### config.mk
export PLATFORM = sky130hd
export DESIGN_NAME = paddle_pos_ctrl
export DESIGN_NICKNAME = d
export VERILOG_FILES = /design/src/rtl/paddle_pos_ctrl.sv
export SDC_FILE = /design/constraint.sdc
export NUM_CORES = 1
export LEC_CHECK = 0
export BUFFER_PORTS_ARGS = -buffer_cell sky130_fd_sc_hd__buf_2
export CELL_PAD_IN_SITES_DETAIL_PLACEMENT = 1
export CELL_PAD_IN_SITES_GLOBAL_PLACEMENT = 2
export CORE_MARGIN = 5
export CORE_UTILIZATION = 34
export DETAILED_ROUTE_END_ITERATION = 10
export HOLD_SLACK_MARGIN = 0.02
export PLACE_DENSITY = 0.75
export SLEW_MARGIN = 40
export SYNTH_ARGS = -nofsm -noshare
export SYNTH_HDL_FRONTEND = slang
export SYNTH_SLANG_ARGS = --single-unit
### constraint.sdc
create_clock -name i_clk_sys -period 1.5 [get_ports i_clk_sys]
set_input_delay 0.15 -clock i_clk_sys [delete_from_list [all_inputs] [get_ports i_clk_sys]]
set_output_delay 0.15 -clock i_clk_sys [all_outputs]
set_load 0.01 [all_outputs]
### src/rtl/paddle_pos_ctrl.sv
// paddle_pos_ctrl: turns per-channel up/down levels into saturating paddle
// positions, stepped on a divided tick with hold-to-accelerate.
// Optional build macro PADDLE_ANALOG_EN adds per-channel absolute (analog
// stick) positioning through i_analog / i_analog_mode.
//
// Per-channel state | meaning
//   S_IDLE          | no direction held, position static
//   S_SLOW          | moving by SLOW_STEP, counting consecutive ticks
//   S_FAST          | held long enough, moving by FAST_STEP
module paddle_pos_ctrl #(
  parameter int CHANNELS   = 2,
  parameter int POS_W      = 8,
  parameter int POS_MIN    = 0,
  parameter int POS_MAX    = 255,
  parameter int POS_INIT   = 128,
  parameter int TICK_DIV   = 12000,
  parameter int SLOW_STEP  = 1,
  parameter int FAST_STEP  = 4,
  parameter int HOLD_TICKS = 16
) (
  input  logic                      i_clk_sys,
  input  logic                      i_reset_n,
  input  logic [CHANNELS-1:0]       i_up,
  input  logic [CHANNELS-1:0]       i_down,
  input  logic [CHANNELS-1:0]       i_center,
`ifdef PADDLE_ANALOG_EN
  input  logic [CHANNELS*8-1:0]     i_analog,
  input  logic [CHANNELS-1:0]       i_analog_mode,
`endif
  output logic [CHANNELS*POS_W-1:0] o_pos,
  output logic [CHANNELS-1:0]       o_at_limit,
  output logic                      o_tick
);

  localparam int DIV_W  = (TICK_DIV > 1) ? $clog2(TICK_DIV) : 1;
  localparam int HOLD_W = $clog2(HOLD_TICKS + 1);

  localparam logic [1:0] S_IDLE = 2'd0;
  localparam logic [1:0] S_SLOW = 2'd1;
  localparam logic [1:0] S_FAST = 2'd2;

  localparam logic [POS_W:0]   P_MIN    = (POS_W+1)'(POS_MIN);
  localparam logic [POS_W:0]   P_MAX    = (POS_W+1)'(POS_MAX);
  localparam logic [POS_W:0]   P_SLOW   = (POS_W+1)'(SLOW_STEP);
  localparam logic [POS_W:0]   P_FAST   = (POS_W+1)'(FAST_STEP);
  localparam logic [POS_W-1:0] P_INIT   = POS_W'(POS_INIT);
  localparam logic [POS_W-1:0] P_MIN_N  = POS_W'(POS_MIN);
  localparam logic [POS_W-1:0] P_MAX_N  = POS_W'(POS_MAX);
  localparam logic [HOLD_W-1:0] HOLD_MAX = HOLD_W'(HOLD_TICKS);
  localparam logic [HOLD_W-1:0] HOLD_ONE = HOLD_W'(1);

  logic [1:0]       r_rst_sync;
  logic             w_rst_n;
  logic [DIV_W-1:0] r_div;
  logic             r_tick;

  // reset asserts immediately, deasserts two clocks after release
  always_ff @(posedge i_clk_sys or negedge i_reset_n) begin
    if (!i_reset_n) r_rst_sync <= 2'b00;
    else            r_rst_sync <= {r_rst_sync[0], 1'b1};
  end

  assign w_rst_n = r_rst_sync[1];

  // tick divider; tick is registered so it coincides with div == TICK_DIV-1
  always_ff @(posedge i_clk_sys or negedge w_rst_n) begin
    if (!w_rst_n) begin
      r_div  <= '0;
      r_tick <= 1'b0;
    end else begin
      if (r_div == DIV_W'(TICK_DIV - 1)) r_div <= '0;
      else                               r_div <= r_div + 1'b1;
      r_tick <= (r_div == DIV_W'(TICK_DIV - 2));
    end
  end

  assign o_tick = r_tick;

  for (genvar k = 0; k < CHANNELS; k++) begin : g_ch
    logic [POS_W-1:0]  r_pos;
    logic [1:0]        r_state;
    logic              r_dir_up;
    logic [HOLD_W-1:0] r_hold;

    logic              w_dir_up, w_dir_dn, w_any;
    logic [1:0]        w_state_nx;
    logic              w_dir_nx;
    logic [HOLD_W-1:0] w_hold_nx, w_hold_inc;
    logic              w_move, w_fast;
    logic [POS_W:0]    w_ext, w_step, w_sum, w_floor, w_res;
    logic              w_an;
    logic [POS_W-1:0]  w_an_pos;

    assign w_dir_up   = i_up[k] & ~i_down[k];
    assign w_dir_dn   = i_down[k] & ~i_up[k];
    assign w_any      = w_dir_up | w_dir_dn;
    assign w_hold_inc = (r_hold >= HOLD_MAX) ? HOLD_MAX : r_hold + 1'b1;

    // direction and acceleration decision applied on the next tick
    always_comb begin
      w_state_nx = r_state;
      w_dir_nx   = r_dir_up;
      w_hold_nx  = r_hold;
      w_move     = 1'b0;
      w_fast     = 1'b0;
      if (!w_any) begin
        w_state_nx = S_IDLE;
        w_hold_nx  = '0;
      end else if (r_state == S_IDLE || w_dir_up != r_dir_up) begin
        // fresh press or reversal restarts the hold count
        w_move     = 1'b1;
        w_dir_nx   = w_dir_up;
        w_hold_nx  = HOLD_ONE;
        w_state_nx = (HOLD_TICKS <= 1) ? S_FAST : S_SLOW;
      end else if (r_state == S_FAST) begin
        w_move = 1'b1;
        w_fast = 1'b1;
      end else begin
        // the step on the tick that reaches HOLD_TICKS is still slow
        w_move     = 1'b1;
        w_hold_nx  = w_hold_inc;
        w_state_nx = (w_hold_inc >= HOLD_MAX) ? S_FAST : S_SLOW;
      end
    end

    assign w_ext   = {1'b0, r_pos};
    assign w_step  = w_fast ? P_FAST : P_SLOW;
    assign w_sum   = w_ext + w_step;
    assign w_floor = P_MIN + w_step;

    // one extra bit of headroom, then clamp onto the nearer limit
    always_comb begin
      w_res = w_ext;
      if (w_move) begin
        if (w_dir_up) w_res = (w_sum > P_MAX) ? P_MAX : w_sum;
        else          w_res = (w_ext < w_floor) ? P_MIN : (w_ext - w_step);
      end
    end

`ifdef PADDLE_ANALOG_EN
    localparam logic [POS_W+8:0] P_RANGE = (POS_W+9)'(POS_MAX - POS_MIN);
    logic [7:0]       w_an_off;
    logic [POS_W+8:0] w_prod;
    assign w_an     = i_analog_mode[k];
    // flipping the sign bit maps -128..127 onto 0..255
    assign w_an_off = i_analog[k*8 +: 8] ^ 8'h80;
    assign w_prod   = {{(POS_W+1){1'b0}}, w_an_off} * P_RANGE;
    assign w_an_pos = P_MIN_N + w_prod[POS_W+7:8];
`else
    assign w_an     = 1'b0;
    assign w_an_pos = '0;
`endif

    // position/state update: centre wins over any coincident tick
    always_ff @(posedge i_clk_sys or negedge w_rst_n) begin
      if (!w_rst_n) begin
        r_pos    <= P_INIT;
        r_state  <= S_IDLE;
        r_dir_up <= 1'b0;
        r_hold   <= '0;
      end else if (i_center[k]) begin
        r_pos   <= P_INIT;
        r_state <= S_IDLE;
        r_hold  <= '0;
      end else if (r_tick) begin
        if (w_an) begin
          r_pos   <= w_an_pos;
          r_state <= S_IDLE;
          r_hold  <= '0;
        end else begin
          r_pos    <= w_res[POS_W-1:0];
          r_state  <= w_state_nx;
          r_dir_up <= w_dir_nx;
          r_hold   <= w_hold_nx;
        end
      end
    end

    assign o_pos[k*POS_W +: POS_W] = r_pos;
    assign o_at_limit[k]           = (r_pos == P_MIN_N) || (r_pos == P_MAX_N);
  end

endmodule

==> results.txt, run 1 <==
nets: 519
initial detailed-routing violation count: 76
DRC viols: 0
largest net degree at the start of global routing: 42
Worst Path Arrival: 2.53 ns
PD cells: 454 nW/µm²
Max Cap Violations: 0
Yosys top cell area share: 0.347
Syn Nets: 390
Starting Density: 0.350
placed cell area: 4290 µm²
clock buffer depth: 2
Async S/R FF share, synth: 1.00
first-pass GRT wire length: 17000 µm
GRT Total Usage: 0.180
Worst Clk Skew: 0.0136 ns
WS Path Type: reg -> reg
worst-path fanout max: 5
Clk pin slew, worst setup/hold paths: 0.10 ns
hold_ws: 0.0828 ns
Chip Height: 108 µm
Synth area leader: dfrtp_1
Yosys warning count: 0
chip width: 108 µm
Core Footprint: 9280 µm²
leakage power: 0.00233 µW
DRT Wirelength: 10300 µm
RSZ-0062 raised after global routing: true
grt ovf: 0
final instance area: 4990 µm²
maximum vdd drop: 323 µV
IO buf count: 26
vias in the first global route: 3481
routed length per instance: 16.6 µm
layout cell share with drive strength beyond 1: 0.472
Final Cycle Share: 1.53
clock tree root buffer cell: clkbuf_8
maximum clock rate: 436 MHz
Min-Delay Path Class: reg -> async
synth top area cells: dfrtp_1, ha_1, o21ai_0
top_reg_cell synth: dfrtp_1
cell count after synthesis: 362
DIE AREA: 11600 µm²
number of flops mapped to enable cells by yosys: 0
GP Congestion: 0.779
n_diodes: 0
cts bufs inserted: 5
area grow syn2layout: 53.4%
count of different cell masters after synthesis: 65
#FFs+latches synth: 47
initial antenna violation count: 0
# clock sinks: 47
Pins Over Slew Limit: 0
CTS tree: done
failing checks: negative setup slack
DP HPWL: 7160 µm
Clock Latency Late Sink: 0.31 ns
synthesized area: 3250 µm²
H-tree depth: 2
min Tclk post-route: 2.29 ns
syn_area_per_cell: 8.98 µm²
outcome: complete, but fails checks
vias per std cell: 5.16
CP Capture Type: register
# fillers: 1076
drt pass-1 iters: 4
setup ws final: -0.794 ns
routed vias: 3206
Hold Fails Final Rpt: 0
critical path startpoint category: register
Util after Layout: 0.537
Seq/Total Area, Yosys: 0.363
io pins: 27
setup TNS: -13.88 ns
Setup-failing EPs final: 26
CP required: 1.74 ns
antenna violation net count after detailed routing: 0
FP Rows: 35
## synth_stat cells (3+ instances only)
| library cell | instances |
|---|---|
| a211oi_1 | 3 |
| a21o_1 | 3 |
| a21oi_1 | 13 |
| a22o_1 | 5 |
| a32o_1 | 4 |
| and4b_1 | 3 |
| buf_2 | 3 |
| buf_6 | 4 |
| clkbuf_1 | 10 |
| dfrtp_1 | 45 |
| ha_1 | 20 |
| inv_1 | 25 |
| mux2_2 | 3 |
| mux2i_1 | 10 |
| nand2_1 | 31 |
| nand2b_1 | 5 |
| nand3_1 | 12 |
| nand4_1 | 6 |
| nor2_1 | 27 |
| nor2b_1 | 8 |
| nor3_1 | 4 |
| nor4_1 | 5 |
| o2111ai_1 | 4 |
| o211ai_1 | 5 |
| o21ai_0 | 28 |
| o221ai_1 | 5 |
| o22ai_1 | 3 |
| or3_1 | 3 |
| xnor2_1 | 9 |
| xor2_1 | 7 |
## metrics by stage
stage	cells	worst slack (ns)	total power (µW)
2_1_floorplan	362	-0.826	1380
3_3_place_gp	580	-0.820	1460
3_5_place_dp	580	-0.865	1470
4_1_cts	608	-0.758	2300
5_1_grt	621	-0.861	2370
6_report	621	-0.794	2260
## cell type report
cell class / count / area (µm²) / area share
well taps: 129 / 161 / 0.0324
multi-input cells: 271 / 2350 / 0.472
flip-flops and latches: 47 / 1180 / 0.237
inverters: 25 / 93.8 / 0.0188
repair buffers: 141 / 1110 / 0.223
clock buffers: 6 / 72.6 / 0.0146
clock inverters: 2 / 12.5 / 0.00251
## registers in the layout, summed over array words and instances, names as in the netlist
signal / count
g_ch.r_dir_up: 2
g_ch.r_hold: 8
g_ch.r_pos: 16
g_ch.r_state: 4
o_tick: 1
r_div: 14
r_rst_sync: 2
## critical path: stages, from the launching register on
cell      delay [ns]
dfrtp_1         0.42
xnor2_2         0.24
nand3_4         0.16
ha_4            0.26
and3b_1         0.23
o211ai_1        0.18
buf_4           0.19
or3b_4          0.36
a21oi_2         0.12
o22ai_1         0.07
## logic make-up after synthesis
family,count (synthesis),share of synthesized area
and+or+nand+nor,128,0.216
AOI/OAI and AO/OA,93,0.194
DFF,47,0.363
buffers and inverters,44,0.0655
adders and majority gates,20,0.0770
xor gates and xnor gates,16,0.0431
muxes,13,0.0412
other,1,0.00115
## path summary, 6_finish.rpt
kind | from | endpoint | slack (ns) | depth (start not counted)
setup / recovery | g_ch[1].r_dir_up | g_ch[1].r_pos[7] | -0.79 | 9
hold / removal | r_rst_sync[1] | g_ch[0].r_pos[1] | 0.08 | 0
setup reg to reg | g_ch[1].r_dir_up | g_ch[1].r_pos[7] | -0.79 | 9
hold reg to reg | r_rst_sync[1] | g_ch[0].r_pos[1] | 0.08 | 0
max in group asynchronous | r_rst_sync[1] | g_ch[0].r_pos[7] | 0.92 | 1
min in group i_clk_sys | i_center[0] | g_ch[0].r_state[1] | 0.09 | 2
## cell usage in the layout, fill, tap and decap left out, drive strengths merged, types with 3 or more instances in the layout
cell / n
buf: 140
dfrtp: 45
nand2: 31
o21ai: 30
nor2: 28
inv: 25
ha: 20
a21oi: 15
nand3: 12
mux2i: 10
xnor2: 9
nor2b: 8
xor2: 7
nand4: 6
clkbuf: 6
a22o: 5
o211ai: 5
nand2b: 5
o221ai: 5
or3: 5
nor4: 5
a32o: 4
nor3: 4
o2111ai: 4
and4b: 3
or4: 3
a21o: 3
o22ai: 3
a211oi: 3
mux2: 3
## power breakdown
part	leakage, µW	internal [µW]	switching [µW]
logic	0.00165	89.4	113
clock network	0.0000412	327	459
registers	0.000635	1270	3.43
total	0.00233	1690	575
## routing by layer
metal / global-route usage / routed length, µm / vias up
met5: 0 / 0 / -
li1: - / - / 1561
met2: 0.328 / 5310 / 27
met1: 0.222 / 4650 / 1606
met3: 0.0282 / 213 / 12
met4: 0.0397 / 153 / 0
## what timing repair did
action                                  4_1_cts  5_1_grt
pin swaps                                    31       34
setup buffers                                20       17
endpoints found under the hold margin         2        0
endpoints found under the setup margin       27       35
gates resized for setup                      47       43
hold buffers                                  1        0
No activity file was read; power rests on OpenSTA's default activity.
==> run 2: changes to the inputs <==
--- a/config.mk
+++ b/config.mk
@@ -13,6 +13,7 @@
 export DETAILED_ROUTE_END_ITERATION = 10
 export HOLD_SLACK_MARGIN = 0.02
 export PLACE_DENSITY = 0.75
+export REMOVE_ABC_BUFFERS = 1
 export SLEW_MARGIN = 40
 export SYNTH_ARGS = -nofsm -noshare
 export SYNTH_HDL_FRONTEND = slang
==> run 2 against run 1 <==
  * The run still ends with negative setup slack left
  * Setup slack got worse by 0.090 ns
  * Fmax decreased by 3.8%
  * Wire length up 10%
==> results.txt, run 2 (synthesized netlist as in run 1, its figures left out) <==
placed cell area: 4040 µm² (was 4290 µm²)
Largest regs: g_ch.r_pos x16, r_div x14, g_ch.r_hold x8 (unchanged)
largest net degree at the start of global routing: 46 (was 42)
GRT Total Usage: 0.192 (was 0.180)
GP Congestion: 0.804 (was 0.779)
failing checks: negative setup slack (unchanged)
Setup-failing EPs final: 30 (was 26)
PD cells: 494 nW/µm² (was 454 nW/µm²)
Hold Fails Final Rpt: 0 (unchanged)
maximum vdd drop: 336 µV (was 323 µV)
routed vias: 3276 (was 3206)
Sw Pwr: 569 µW (was 575 µW)
io pins: 27 (unchanged)
DP HPWL: 6860 µm (was 7160 µm)
Starting Density: 0.350 (unchanged)
DRT Wirelength: 11400 µm (was 10300 µm)
CP Capture Type: register (unchanged)
Chip Height: 108 µm (unchanged)
maximum clock rate: 419 MHz (was 436 MHz)
Int Power: 1840 µW (was 1690 µW)
worst path cell trace: xnor2_2 > nand3_2 > buf_6 > ha_4 > and3b_2 > o211ai_1 > buf_4 > o21ai_2 > a31oi_1 > a32o_1 (was xnor2_2 > nand3_4 > ha_4 > and3b_1 > o211ai_1 > buf_4 > or3b_4 > a21oi_2 > o22ai_1)
grt ovf: 0 (unchanged)
outcome: complete, but fails checks (unchanged)
Core Footprint: 9280 µm² (unchanged)
routed length per instance: 18.7 µm (was 16.6 µm)
most frequent cells in the layout: buf_4, dfrtp_1, nand2_1 (unchanged)
worst-path fanout max: 5 (unchanged)
layout cell share with drive strength beyond 1: 0.465 (was 0.472)
n_diodes: 0 (unchanged)
Worst Path Arrival: 2.63 ns (was 2.53 ns)
vias per std cell: 5.38 (was 5.16)
cts bufs inserted: 5 (unchanged)
Final Cycle Share: 1.59 (was 1.53)
hold path depth: 2
crit-path max cell delay: 0.42 ns (about the same)
Min-Delay Path Class: in -> reg (was reg -> async)
Sequential Power Share: 0.527 (was 0.563)
Reg with most FFs: g_ch.r_pos (unchanged)
nets: 507 (was 519)
area grow syn2layout: 50.1% (was 53.4%)
FP Rows: 35 (unchanged)
clock buffer depth: 2 (unchanged)
DIE AREA: 11600 µm² (unchanged)
setup TNS: -12.78 ns (was -13.88 ns)
chip width: 108 µm (unchanged)
critical path startpoint category: register (unchanged)
initial detailed-routing violation count: 124 (was 76)
vias in the first global route: 3498 (was 3481)
min Tclk post-route: 2.38 ns (was 2.29 ns)
setup ws final: -0.884 ns (was -0.794 ns)
max reg flops: 16 (unchanged)
WS Path Type: reg -> reg (unchanged)
DRC viols: 0 (unchanged)
final instance area: 4880 µm² (was 4990 µm²)
Logic pwr share: 0.079 (was 0.090)
most common library cell in the layout ignoring fill and taps: buf_4 (unchanged)
H-tree depth: 2 (unchanged)
drt pass-1 iters: 4 (unchanged)
Clk network pwr share: 0.394 (was 0.348)
Crit-path slowest cell: dfrtp_1 (unchanged)
# clock sinks: 47 (unchanged)
CP required: 1.75 ns (was 1.74 ns)
clock tree root buffer cell: clkbuf_8 (unchanged)
Pins Over Slew Limit: 0 (unchanged)
Clk pin slew, worst setup/hold paths: 0.09 ns (was 0.10 ns)
leakage power: 0.00227 µW (was 0.00233 µW)
Worst Clk Skew: 0.0129 ns (was 0.0136 ns)
Max Cap Violations: 0 (unchanged)
first-pass GRT wire length: 17700 µm (was 17000 µm)
switching portion of total power: 0.236 (was 0.254)
antenna violation net count after detailed routing: 0 (unchanged)
IO buf count: 26 (unchanged)
RSZ-0062 raised after global routing: true (unchanged)
CTS tree: done (unchanged)
Reg2Reg Depth: 10 (was 9)
initial antenna violation count: 0 (unchanged)
Clock Latency Late Sink: 0.31 ns (about the same)
## run 2: cell types whose count changed in the layout (fill, tap and decap cells not counted), sizes merged
cell / change
bufinv: +1
clkinv: -1
clkinvlp: -1
clkbuf: +1
buf: -12
## run 2: layer usage
layer	GRT usage	vias up	part of all wire
met5	0	-	0
met4	0.0640	0	0.019
met3	0.0312	18	0.028
met2	0.341	59	0.51
met1	0.233	1663	0.44
li1	-	1536	-
## run 2: repair_timing
action | in CTS | in global routing
hold buffers | 1 | 0
endpoints found under the hold margin | 2 | 0
buffers inserted | 16 | 10
gates resized for setup | 90 | 47
endpoints found under the setup margin | 30 | 33
pin swaps | 35 | 31
gates cloned | 2 | 0
## run 2: power groups by stage
| stage | clock network [µW] | registers, µW | logic, µW |
|---|---|---|---|
| 2_1_floorplan | 0 | 1310 | 54.2 |
| 3_3_place_gp | 0 | 1300 | 154 |
| 3_5_place_dp | 0 | 1300 | 155 |
| 4_1_cts | 987 | 1270 | 182 |
| 5_1_grt | 1030 | 1270 | 208 |
| 6_report | 950 | 1270 | 190 |
## run 2: worst max-delay path: cells and delay by family (launching register included)
family          cells  cell delay (ns)
compound gates      4             0.73
xor+xnor            1             0.18
fa+ha+maj           1             0.29
buf+inv             2             0.35
flops               1             0.42
simple gates        2             0.36
## run 2: worst paths after layout
path                             startpoint            endpoint  slack (ns)
min                             i_center[0]  g_ch[0].r_state[1]        0.11
min in group asynchronous         i_reset_n       r_rst_sync[1]        0.14
max reg2reg                g_ch[1].r_dir_up    g_ch[1].r_pos[5]       -0.88
max                        g_ch[1].r_dir_up    g_ch[1].r_pos[5]       -0.88
min reg2reg                   r_rst_sync[1]            r_div[9]        0.24
max in group asynchronous     r_rst_sync[1]    g_ch[0].r_pos[7]        0.96
## run 2: cell type report
| type | count | area, µm² |
|---|---|---|
| fillers | 1054 | 4410 |
| multi-input cells | 271 | 2330 |
| flip-flops and latches | 47 | 1180 |
| repair buffers | 129 | 1010 |
| well taps | 129 | 161 |
| inverters | 25 | 93.8 |
| clock buffers | 7 | 76.3 |
| clock inverters | 1 | 30.0 |
## run 2: stage by stage
| stage | total power (µW) | util | cells | worst slack, ns | hold slack [ns] |
|---|---|---|---|---|---|
| after floorplan | 1370 | - | 343 | -1.28 | -0.146 |
| after global placement | 1450 | 0.435 | 577 | -0.989 | -0.0648 |
| after detailed placement | 1450 | 0.435 | 577 | -1.07 | -0.0640 |
| after CTS | 2440 | 0.499 | 600 | -0.821 | 0.0988 |
| after global routing | 2510 | 0.525 | 609 | -0.927 | 0.108 |
| final | 2410 | 0.525 | 609 | -0.884 | 0.106 |
==> run 3: changes to the inputs <==
--- a/config.mk
+++ b/config.mk
@@ -8,6 +8,7 @@
 export BUFFER_PORTS_ARGS = -buffer_cell sky130_fd_sc_hd__buf_2
 export CELL_PAD_IN_SITES_DETAIL_PLACEMENT = 1
 export CELL_PAD_IN_SITES_GLOBAL_PLACEMENT = 2
+export CORE_ASPECT_RATIO = 1.75
 export CORE_MARGIN = 5
 export CORE_UTILIZATION = 34
 export DETAILED_ROUTE_END_ITERATION = 10
==> constraint.sdc (replaced) <==
create_clock -name i_clk_sys -period 1.5 [get_ports i_clk_sys]
set_input_delay 0.075 -clock i_clk_sys [delete_from_list [all_inputs] [get_ports i_clk_sys]]
set_output_delay 0.075 -clock i_clk_sys [all_outputs]
set_load 0.01 [all_outputs]
==> run 3 against run 2 <==
  * The run still ends with negative setup slack left
  * Die area increased by 0.66%
  * Cell count rose by 0.66%
  * Power is 15% higher
  * Worst hold slack got worse by 0.036 ns
  * Fmax grew 2.3%
  * Clock power grew 39%
  * Design area grew 3.6%
  * Combinational power down 3%
  * Global-route usage rose by 0.33 points
  * Largest cell class unchanged
  * Highest routed layer unchanged
==> results.txt, run 3 (synthesized netlist as in run 1, its figures left out) <==
Crit-path slowest cell: dfrtp_1 (unchanged)
Sw Pwr: 643 µW (was 569 µW)
Min-Delay Path Class: in -> reg (unchanged)
overall power: 2780 µW (was 2410 µW)
outcome: complete, but fails checks (unchanged)
initial antenna violation count: 0 (unchanged)
Worst Tran Pin Value: 0.817 ns
# fillers: 1074 (was 1054)
Clock Latency Late Sink: 0.29 ns (was 0.31 ns)
DIE AREA: 11700 µm² (was 11600 µm²)
clock buffer depth: 2 (unchanged)
Max Cap Violations: 0 (unchanged)
routed vias: 3293 (was 3276)
Worst Clk Skew: 0.00809 ns (was 0.0129 ns)
HP Start: i_center[0] (unchanged)
first-pass GRT wire length: 18200 µm (was 17700 µm)
WHS Endpoint: g_ch[0].r_state[1] (unchanged)
antenna violation net count after detailed routing: 0 (unchanged)
IO buf count: 26 (unchanged)
chip width: 83.9 µm (was 108 µm)
leakage power: 0.00235 µW (was 0.00227 µW)
Int Power: 2130 µW (was 1840 µW)
failing checks: negative setup slack (unchanged)
max reg flops: 16 (unchanged)
critical path startpoint category: register (unchanged)
Core Footprint: 9410 µm² (was 9280 µm²)
DRT Wirelength: 11600 µm (was 11400 µm)
DRC viols: 0 (unchanged)
hold path depth: 2 (unchanged)
area occupied by multi-input gates: 2340 µm² (was 2330 µm²)
Clk network pwr share: 0.475 (was 0.394)
vias in the first global route: 3696 (was 3498)
Worst path top cell family by delay: buffers and inverters (was compound AO/OA/AOI/OAI gates)
GP Congestion: 0.848 (was 0.804)
CP required: 1.69 ns (was 1.75 ns)
Chip Height: 139 µm (was 108 µm)
FF-to-FF Start: g_ch[1].r_dir_up (unchanged)
GRT Total Usage: 0.195 (was 0.192)
Setup-failing EPs final: 30 (unchanged)
routed length per instance: 18.9 µm (was 18.7 µm)
setup ws final: -0.830 ns (was -0.884 ns)
initial detailed-routing violation count: 106 (was 124)
drt pass-1 iters: 4 (unchanged)
WS Path Type: reg -> reg (unchanged)
Reg2Reg Depth: 11 (was 10)
Hold Fails Final Rpt: 0 (unchanged)
Worst Path Arrival: 2.52 ns (was 2.63 ns)
worst-path fanout max: 5 (unchanged)
io pins: 27 (unchanged)
Sequential Power Share: 0.458 (was 0.527)
cts bufs inserted: 5 (unchanged)
maximum vdd drop: 544 µV (was 336 µV)
max_slew headroom: 0.455
FP Rows: 47 (was 35)
most common library cell in the layout ignoring fill and taps: buf_4 (unchanged)
Reg with most FFs: g_ch.r_pos (unchanged)
Pins Over Slew Limit: 0 (unchanged)
H-tree depth: 2 (unchanged)
most frequent cells in the layout: buf_4, dfrtp_1, nand2_1 (unchanged)
vias per std cell: 5.37 (was 5.38)
area grow syn2layout: 55.5% (was 50.1%)
Starting Density: 0.345 (was 0.350)
clock tree root buffer cell: clkbuf_16 (was clkbuf_8)
largest net degree at the start of global routing: 29 (was 46)
crit-path max cell delay: 0.42 ns (about the same)
reg-to-reg endpoint: g_ch[1].r_pos[5] (unchanged)
Clk pin slew, worst setup/hold paths: 0.07 ns (was 0.09 ns)
Final Cycle Share: 1.55 (was 1.59)
CP Capture Type: register (unchanged)
FF-to-FF setup slack: -0.83 ns (was -0.88 ns)
register area: 1180 µm² (about the same)
Logic pwr share: 0.067 (was 0.079)
PD cells: 550 nW/µm² (was 494 nW/µm²)
Largest regs: g_ch.r_pos x16, r_div x14, g_ch.r_hold x8 (unchanged)
switching portion of total power: 0.231 (was 0.236)
hold_ws: 0.0705 ns (was 0.106 ns)
maximum clock rate: 429 MHz (was 419 MHz)
nets: 518 (was 507)
grt ovf: 0 (unchanged)
RSZ-0062 raised after global routing: true (unchanged)
DP HPWL: 7950 µm (was 6860 µm)
CTS tree: done (unchanged)
Buf/Inv on CP: 4 (was 2)
min Tclk post-route: 2.33 ns (was 2.38 ns)
layout cell share with drive strength beyond 1: 0.485 (was 0.465)
worst path cell trace: xnor2_2 > nand3_2 > buf_6 > ha_4 > buf_6 > buf_4 > a211oi_4 > buf_4 > xnor2_1 > o21ai_1 > a32o_2 (was xnor2_2 > nand3_2 > buf_6 > ha_4 > and3b_2 > o211ai_1 > buf_4 > o21ai_2 > a31oi_1 > a32o_1)
# clock sinks: 47 (unchanged)
n_diodes: 0 (unchanged)
run 3: cell types whose count changed in the layout (fill, tap and decap cells not counted), sizes merged:
cell / delta
buf: +11
clkbuf: -2
inv: +1
clkinv: +1
run 3: worst reg2reg max path: cells and delay by family (launching register included):
family                   cells  cell delay [ns]
buffers and inverters        4             0.58
AO/OA/AOI/OAI                3             0.58
flip-flops                   1             0.42
XOR/XNOR                     2             0.30
adder cells (fa/ha/maj)      1             0.22
AND/OR/NAND/NOR              1             0.13
run 3: worst max-delay path by stage:
stage / start / end / cells past startpoint
global placement: i_down[0] / g_ch[0].r_pos[6] / 12
global route: g_ch[1].r_dir_up / g_ch[1].r_pos[5] / 11
floorplan: i_down[0] / g_ch[0].r_pos[6] / 10
CTS: g_ch[0].r_dir_up / g_ch[0].r_pos[6] / 9
detailed placement: i_up[1] / g_ch[1].r_pos[5] / 11
finish: g_ch[1].r_dir_up / g_ch[1].r_pos[5] / 11
run 3: area by class of cell:
class                   count  share of cell area
multi-input cells         271               0.464
flip-flops and latches     47               0.234
repair buffers            140               0.219
clock inverters             3             0.00941
inverters                  25              0.0186
clock buffers               5              0.0248
well taps                 122              0.0302
run 3: what timing repair did:
item                                    4_1_cts  5_1_grt
pin swaps                                    44       43
endpoints found under the hold margin         2        0
resized for setup                           112       49
buffers inserted                             25       11
hold buffers                                  1        0
endpoints found under the setup margin       30       35
gates cloned                                  1        1
run 3: metal layers:
metal	GRT usage	share of wire
met5	0	0
met4	0.0975	0.041
met3	0.0260	0.023
met2	0.394	0.59
met1	0.184	0.34
run 3: power groups by stage:
stage,Sequential (µW),Combinational [µW],Clock [µW]
after floorplan,1310,54.2,0
after global placement,1300,153,0
after detailed placement,1300,155,0
after CTS,1270,176,1370
after global routing,1270,204,1400
final,1270,185,1320
run 3: through the flow:
stage	setup slack (ns)	setup TNS, ns	util	std cells	instance area, µm²
floorplan	-1.20	-14.85	-	343	3130
global placement	-1.02	-14.97	0.430	574	4050
detailed placement	-1.07	-16.45	0.430	574	4050
CTS	-0.864	-12.31	0.513	606	4820
global route	-0.904	-14.91	0.537	613	5050
finish	-0.830	-12.25	0.537	613	5050
